$ cat src/rtl/seq_divider.sv
// Sequential non-restoring divider: one quotient bit per cycle, with a fix-up cycle
// for remainder restore and sign correction. Divide-by-zero completes on the next cycle.
module seq_divider #(
  parameter int unsigned WIDTH     = 32,
  parameter int unsigned SIGNED_EN = 1
) (
  input  logic             clock,
  input  logic             reset_n,
  input  logic             ctrl_DIV,
  input  logic             ctrl_signed,
  input  logic [WIDTH-1:0] data_operandA,
  input  logic [WIDTH-1:0] data_operandB,
  output logic [WIDTH-1:0] data_result,
  output logic [WIDTH-1:0] data_remainder,
  output logic             data_exception,
  output logic             data_resultRDY,
  output logic             busy
);

  localparam int unsigned CW = $clog2(WIDTH + 1);

  typedef enum logic [1:0] {StIdle, StRun, StFix} state_e;

  state_e           state_q;
  logic [CW-1:0]    cnt_q;
  // Two guard bits: the shifted partial remainder spans (-2*d, 2*d) with d < 2^WIDTH.
  logic [WIDTH+1:0] rem_q;
  logic [WIDTH-1:0] quo_q;
  logic [WIDTH-1:0] dvs_q;
  logic [WIDTH-1:0] dvd_q;
  logic             neg_quo_q;
  logic             neg_rem_q;
  logic             ovf_q;
  logic             dz_q;

  logic             sgn_in;
  logic             a_neg;
  logic             b_neg;
  logic [WIDTH-1:0] a_mag;
  logic [WIDTH-1:0] b_mag;
  logic             start_ok;
  logic             ovf_in;
  logic [WIDTH+1:0] shifted;
  logic [WIDTH+1:0] rem_next;
  logic [WIDTH-1:0] rem_fix;
  logic [WIDTH-1:0] quo_out;
  logic [WIDTH-1:0] rem_out;

  always_comb begin
    sgn_in   = (SIGNED_EN != 0) && ctrl_signed;
    a_neg    = sgn_in && data_operandA[WIDTH-1];
    b_neg    = sgn_in && data_operandB[WIDTH-1];
    a_mag    = a_neg ? -data_operandA : data_operandA;
    b_mag    = b_neg ? -data_operandB : data_operandB;
    // The FIX cycle doubles as the accept slot so back-to-back divides lose no cycle.
    start_ok = ctrl_DIV && (state_q != StRun);
    ovf_in   = sgn_in && (data_operandA == {1'b1, {(WIDTH-1){1'b0}}}) && (&data_operandB);

    shifted  = {rem_q[WIDTH:0], quo_q[WIDTH-1]};
    rem_next = rem_q[WIDTH+1] ? (shifted + {2'b00, dvs_q}) : (shifted - {2'b00, dvs_q});

    rem_fix  = rem_q[WIDTH-1:0] + (rem_q[WIDTH+1] ? dvs_q : '0);
    quo_out  = neg_quo_q ? -quo_q : quo_q;
    rem_out  = neg_rem_q ? -rem_fix : rem_fix;
  end

  always_ff @(posedge clock or negedge reset_n) begin
    if (!reset_n) begin
      state_q        <= StIdle;
      cnt_q          <= '0;
      rem_q          <= '0;
      quo_q          <= '0;
      dvs_q          <= '0;
      dvd_q          <= '0;
      neg_quo_q      <= 1'b0;
      neg_rem_q      <= 1'b0;
      ovf_q          <= 1'b0;
      dz_q           <= 1'b0;
      data_result    <= '0;
      data_remainder <= '0;
      data_exception <= 1'b0;
      data_resultRDY <= 1'b0;
      busy           <= 1'b0;
    end else begin
      data_resultRDY <= 1'b0;
      case (state_q)
        StRun: begin
          rem_q <= rem_next;
          quo_q <= {quo_q[WIDTH-2:0], ~rem_next[WIDTH+1]};
          cnt_q <= cnt_q + CW'(1);
          if (cnt_q == CW'(WIDTH - 1)) state_q <= StFix;
        end
        StFix: begin
          if (dz_q) begin
            data_result    <= '1;
            data_remainder <= dvd_q;
            data_exception <= 1'b1;
          end else begin
            data_result    <= quo_out;
            data_remainder <= rem_out;
            data_exception <= ovf_q;
          end
          data_resultRDY <= 1'b1;
          busy           <= 1'b0;
          state_q        <= StIdle;
        end
        default: ;
      endcase

      if (start_ok) begin
        dvd_q     <= data_operandA;
        dvs_q     <= b_mag;
        neg_quo_q <= a_neg ^ b_neg;
        neg_rem_q <= a_neg;
        ovf_q     <= ovf_in;
        rem_q     <= '0;
        quo_q     <= a_mag;
        cnt_q     <= '0;
        if (data_operandB == '0) begin
          dz_q    <= 1'b1;
          busy    <= 1'b0;
          state_q <= StFix;
        end else begin
          dz_q    <= 1'b0;
          busy    <= 1'b1;
          state_q <= StRun;
        end
      end
    end
  end

endmodule

$ cat config.mk
export PLATFORM = sky130hd
export DESIGN_NAME = seq_divider
export DESIGN_NICKNAME = d
export VERILOG_FILES = /design/src/rtl/seq_divider.sv
export SDC_FILE = /design/constraint.sdc
export NUM_CORES = 1
export LEC_CHECK = 0
export BUFFER_PORTS_ARGS = -buffer_cell sky130_fd_sc_hd__buf_2
export CAP_MARGIN = 10
export CORE_AREA = 2 2 214 216
export CTS_CLUSTER_DIAMETER = 200
export DETAILED_ROUTE_END_ITERATION = 8
export DIE_AREA = 0 0 216 218
export PLACE_DENSITY_LB_ADDON = 0.15
export SETUP_SLACK_MARGIN = 0.05
export SLEW_MARGIN = 10
export SYNTH_ARGS = -nofsm -noshare
export SYNTH_HDL_FRONTEND = slang
export SYNTH_SLANG_ARGS = --single-unit
$ cat constraint.sdc
create_clock -name clock -period 5.8 [get_ports clock]
set_input_delay 0.58 -clock clock [delete_from_list [all_inputs] [get_ports clock]]
set_output_delay 0.58 -clock clock [all_outputs]
set_load 0.03 [all_outputs]
==> results.cfg, run 1 <==
[status]
outcome = completed

[timing]
skew_ns = 0.0229
setup-tns-final_ns = 0
timing.final.crit_share_pct = 90.3
hold_viol_final = 0
min_period_ns = 5.24
slew-limit-headroom_pct = 25.8
layout_setup_ws_ns = 0.562
drv_slew = 0
max_freq_mhz = 191
setup_viol = 0
rsz0062_at_grt = no
worst_pin_slew_ns = 1.10

[floorplan]
io_pins = 135
die_h_um = 218
initial_utilization_pct = 34.6
std_cell_rows = 78
fp.dieW_um = 216
dieArea_um2 = 47100
core_um2 = 44900

[route]
drt.antenna.violating_nets = 0
wl_per_cell_um = 18.0
viasPerCell = 5.30
drtPass1Iterations = 5
vias = 13900
drtIter0Drc = 879
drc_errors = 0
wl_um = 47100

[cts]
cts_hold_buf = 0
worst_skew_pair.late_latency_ns = 0.57
root_buffer = clkbuf_16
htreeDepth = 1
cts.sinks = 209
clockBufferDepth = 3
post_cts_resized = 0
cts-buffers-inserted = 25
cts_tree = built
cts_setup_buffers = 0
clkTransAtPathRegs_ns = 0.06

[synth]
synth_seq_area_share_pct = 33.7
avgSynthCellArea_um2 = 8.04
yosysMostFrequentCell = nand2_1
synth_enable_flop_cells = 0
synth_cell_types = 85
synth_flop_cell = dfrtp_1
synth-async-reset-ratio_pct = 100
synth_nets = 2072
synth_warnings = 0
ys_ff_latch = 209
yosys.area.top_type = dfrtp_1
synthTopCellsByArea = dfrtp_1, nand2_1, o21ai_0
synth_top_area_share_pct = 33.7
syn_area_um2 = 15500
synth_cells = 1931
synthTopCellsByCount = nand2_1, o21ai_0, dfrtp_1, nor2_1, a21oi_1

[placed_design]
place_ws_ns = 0.581
dpl_cell_area_um2 = 16600
dpl.hpwl_um = 36100
place_congestion = 0.913
io_buffers = 134

[global_routing]
grt_pass1_vias = 13100
grt_max_degree = 103
grt_antenna_before_repair = 0
grt_pass1_wl_um = 73900
grt_usage_pct = 19.7
grt_overflow_total = 0

[setup_path]
crit_type = flop to flop
cp_max_fo = 5
cp.arrival_ns = 5.68
rr_worst_depth = 17
end_kind = flop
crit_required_ns = 6.24
cp-start-kind = flop

[finish]
nNetsFinal = 2139
finalInstanceArea_um2 = 17500
drive_gt1_share_pct = 11.5
n_antenna_cell = 0
area_delta_synth_final_pct = 12.7

[power_and_ir_drop]
max-vdd-ir-drop_v = 0.000225
p_leak_nw = 7.75
powerDensity_nw_per_um2 = 669

[flow_run]
drv_cap = 0

[hold_path]
hp-class = primary input to asynchronous set/reset pin
[metal layers]
layer | global-route usage [%] | share of wire (%)
met1 | 28.3 | 49
met2 | 31.4 | 44
met3 | 2.18 | 4.5
met4 | 4.98 | 2.1
met5 | 0 | 0
[final timing paths]
kind | from | endpoint | slack [ns]
setup reg to reg | dvs_q[8] | rem_q[33] | 0.56
hold / removal | reset_n | dvd_q[13] | 0.02
setup / recovery | dvs_q[8] | rem_q[33] | 0.56
hold reg to reg | data_remainder[9] | data_remainder[9] | 0.47
max in group asynchronous | reset_n | cnt_q[3] | 4.39
min in group clock | data_operandA[4] | dvd_q[4] | 0.28
[placed cells by master, fill, tap and decap left out, types with 24 or more instances in the layout]
cell,instances
nor2_1,139
o21ai_0,224
nand3b_1,36
xor2_1,117
nand3_1,35
nor3_1,40
inv_1,41
o31ai_1,36
dfrtp_1,209
nand2_1,302
ha_1,71
a21o_1,36
nand4_1,24
and2_1,39
a21oi_1,134
clkbuf_16,25
buf_2,133
xnor2_1,65
[power breakdown]
group	switching (mW)	internal [mW]	total (mW)
Sequential	0.739	2.15	2.89
Clock	0.678	1.01	1.69
Combinational	4.42	2.71	7.13
Total	5.84	5.87	11.7
[flip-flops by register name, summed over array words and instances (netlist names)]
register / count
data_resultRDY: 1
data_exception: 1
neg_quo_q: 1
data_result: 32
state_q: 2
cnt_q: 6
busy: 1
dz_q: 1
ovf_q: 1
rem_q: 34
data_remainder: 32
neg_rem_q: 1
quo_q: 32
dvs_q: 32
dvd_q: 32
[metrics by stage]
stage / hold slack (ns) / power, mW / utilization (%) / cells
after floorplan: 0.284 / 8.16 / - / 1931
after global placement: 0.453 / 9.99 / 37.0 / 2571
after detailed placement: 0.460 / 10.0 / 37.0 / 2571
after CTS: 0.0212 / 11.8 / 39.0 / 2617
after global routing: 0.0603 / 12.8 / 39.0 / 2617
final: 0.0153 / 11.7 / 39.0 / 2617
[worst max-delay path, cell delays in order, from the launching register on]
cell and delay [ns]:
dfrtp_1 0.43, or4_1 0.56, or3_1 0.40, nor4b_1 0.50, nand2_1 0.23, nor4_1 0.66
a21oi_1 0.19, xor2_1 0.17, ha_1 0.34, nand3_1 0.14, o22ai_1 0.11, nor2_1 0.12
nor2_1 0.06, a21oi_1 0.11, o31ai_1 0.13, o41ai_1 0.40, mux2i_1 0.17, a2111o_1 0.41
[cell families after synthesis]
kind of cell,count (synthesis),synth area share [%]
AO/OA/AOI/OAI,546,21.2
XOR/XNOR,182,10.3
adder cells (fa/ha/maj),73,5.98
buffers and inverters,150,3.94
flip-flops,209,33.7
multiplexers,21,1.37
AND/OR/NAND/NOR,750,23.6
[area by class of cell]
type | count | area, um2
clock buffers | 31 | 678
fillers | 4702 | 27400
inverters | 43 | 161
repair buffers | 147 | 778
clock inverters | 15 | 195
multi-input cells | 1572 | 9700
well taps | 600 | 751
flip-flops and latches | 209 | 5230
No activity file was read; power rests on OpenSTA's default activity.
==> run 2: changes to the inputs <==
Settings changed: BUFFER_PORTS_ARGS -buffer_cell sky130_fd_sc_hd__buf_2 to not set, CORE_AREA 2 2 214 216 to 2 2 203 205, DIE_AREA 0 0 216 218 to 0 0 205 207, DONT_BUFFER_PORTS set to 1, GPL_TIMING_DRIVEN set to 0.
==> results.cfg, run 2 (same netlist as run 1, synthesis figures left out) <==
[placed_design]
dpl.hpwl_um = 41100
dp.cells = 2464
place_congestion = 0.927
io_buffers = 0
dpl_cell_area_um2 = 16200
place_ws_ns = 0.183

[finish]
final_common_cell = nand2_1
fin_util_pct = 42.5
n_antenna_cell = 0
largest_reg_flops = 34
fill_cells = 4231
area_delta_synth_final_pct = 10.5
stdcell_count = 2515
drive_gt1_share_pct = 4.74
nNetsFinal = 2104
finalInstanceArea_um2 = 17200
largest_register = rem_q
layout_common_cells = nand2_1, o21ai_0, dfrtp_1, nor2_1, a21oi_1

[power_and_ir_drop]
pwr-share-clk_pct = 14.3
comb_power_share_pct = 58.0
powerDensity_nw_per_um2 = 694
p_leak_nw = 7.35
p_seq_share_pct = 27.7
p_sw_share_pct = 51.2
p_total_mw = 11.9
max-vdd-ir-drop_v = 0.000268
internal-power_mw = 5.81
power.switching_mw = 6.10

[global_routing]
grt_pass1_wl_um = 81000
grt_antenna_before_repair = 1
grt_pass1_vias = 14000
grt_usage_pct = 24.4
grt_overflow_total = 0
grt_max_degree = 210

[cts]
clockBufferDepth = 3
cts.sinks = 209
cts-buffers-inserted = 26
cts_tree = built
cts_setup_buffers = 0
htreeDepth = 1
worst_skew_pair.late_latency_ns = 0.57
root_buffer = clkbuf_16
clkTransAtPathRegs_ns = 0.06

[route]
drtPass1Iterations = 7
drtIter0Drc = 1034
vias = 14300
drt.antenna.violating_nets = 0
drc_errors = 0
viasPerCell = 5.70
wl_per_cell_um = 20.7
wl_um = 52000

[timing]
timing.final.crit_share_pct = 94.0
slew-limit-headroom_pct = 42.9
hold_viol_final = 0
fin_hold_ws_ns = 0.129
rsz0062_at_grt = no
skew_ns = 0.0130
layout_setup_ws_ns = 0.348
setup_viol = 0
min_period_ns = 5.45
setup-tns-final_ns = 0
worst_pin_slew_ns = 0.856
drv_slew = 0
max_freq_mhz = 183

[setup_path]
cp_max_fo = 5
crit_required_ns = 6.23
cp-start-kind = flop
crit_type = flop to flop
cp.arrival_ns = 5.88
end_kind = flop

[floorplan]
core_um2 = 40400
initial_utilization_pct = 38.5
io_pins = 135
std_cell_rows = 74
fp.dieW_um = 205
die_h_um = 207
dieArea_um2 = 42400

[flow_run]
drv_cap = 0

[hold_path]
hp-class = primary input to flop

[status]
outcome = completed
==> run 2: repair_timing <==
| action | in CTS | in global routing |
|---|---|---|
| gates resized for setup | 0 | 4 |
| endpoints found under the hold margin | 209 | 56 |
| hold buffers | 1 | 1 |
| setup endpoints to repair | 0 | 8 |
==> run 2: routing by layer <==
layer / vias to the layer above / part of all wire (%) / global-route usage [%]
met1: 6967 / 46 / 33.0
met2: 371 / 46 / 39.9
li1: 6932 / - / -
met4: 2 / 2.8 / 6.92
met3: 76 / 5.8 / 4.09
met5: - / 0.015 / 0
==> run 2: critical path, cell delays in order, from the launching register on <==
cell and delay [ns]:
dfrtp_1 0.43, or4_1 0.60, or3_1 0.41, nor4b_1 0.52, nand2_1 0.30, nor2_1 0.17, nor2_1 0.06, xor2_1 0.17
ha_1 0.34, a21o_1 0.18, a21o_1 0.19, a21oi_1 0.19, o21ai_0 0.10, a31oi_1 0.40, o31ai_1 0.21, o41ai_1 0.44
mux2i_1 0.17, a2111o_1 0.43
==> run 2: final cells by class <==
| class | count | area [um2] | area share [%] |
|---|---|---|---|
| Clock inverter | 13 | 156 | 0.912 |
| Inverter | 43 | 161 | 0.941 |
| Tap cell | 532 | 666 | 3.88 |
| Timing Repair Buffer | 4 | 70.1 | 0.408 |
| Multi-Input combinational cell | 1572 | 9690 | 56.5 |
| Buffer | 107 | 452 | 2.63 |
| Clock buffer | 35 | 734 | 4.28 |
| Sequential cell | 209 | 5230 | 30.5 |
==> run 2: final timing paths <==
check                                  start            endpoint  slack (ns)  depth (start not counted)
min in group asynchronous            reset_n  data_remainder[19]        0.55                          2
max in group asynchronous            reset_n           dvs_q[21]        4.09                          3
setup reg to reg                    dvs_q[9]           rem_q[33]        0.35                         17
setup / recovery                    dvs_q[9]           rem_q[33]        0.35                         17
hold reg to reg                    dvd_q[18]           dvd_q[18]        0.48                          2
hold / removal             data_operandA[30]           dvd_q[30]        0.13                          2
==> run 2: power by group through the flow <==
stage	Sequential (mW)	Clock, mW	Combinational [mW]
finish	3.30	1.70	6.91
global route	3.39	1.79	7.74
CTS	3.29	1.73	6.84
detailed placement	3.32	0	6.77
global placement	3.30	0	6.67
floorplan	3.01	0	5.15
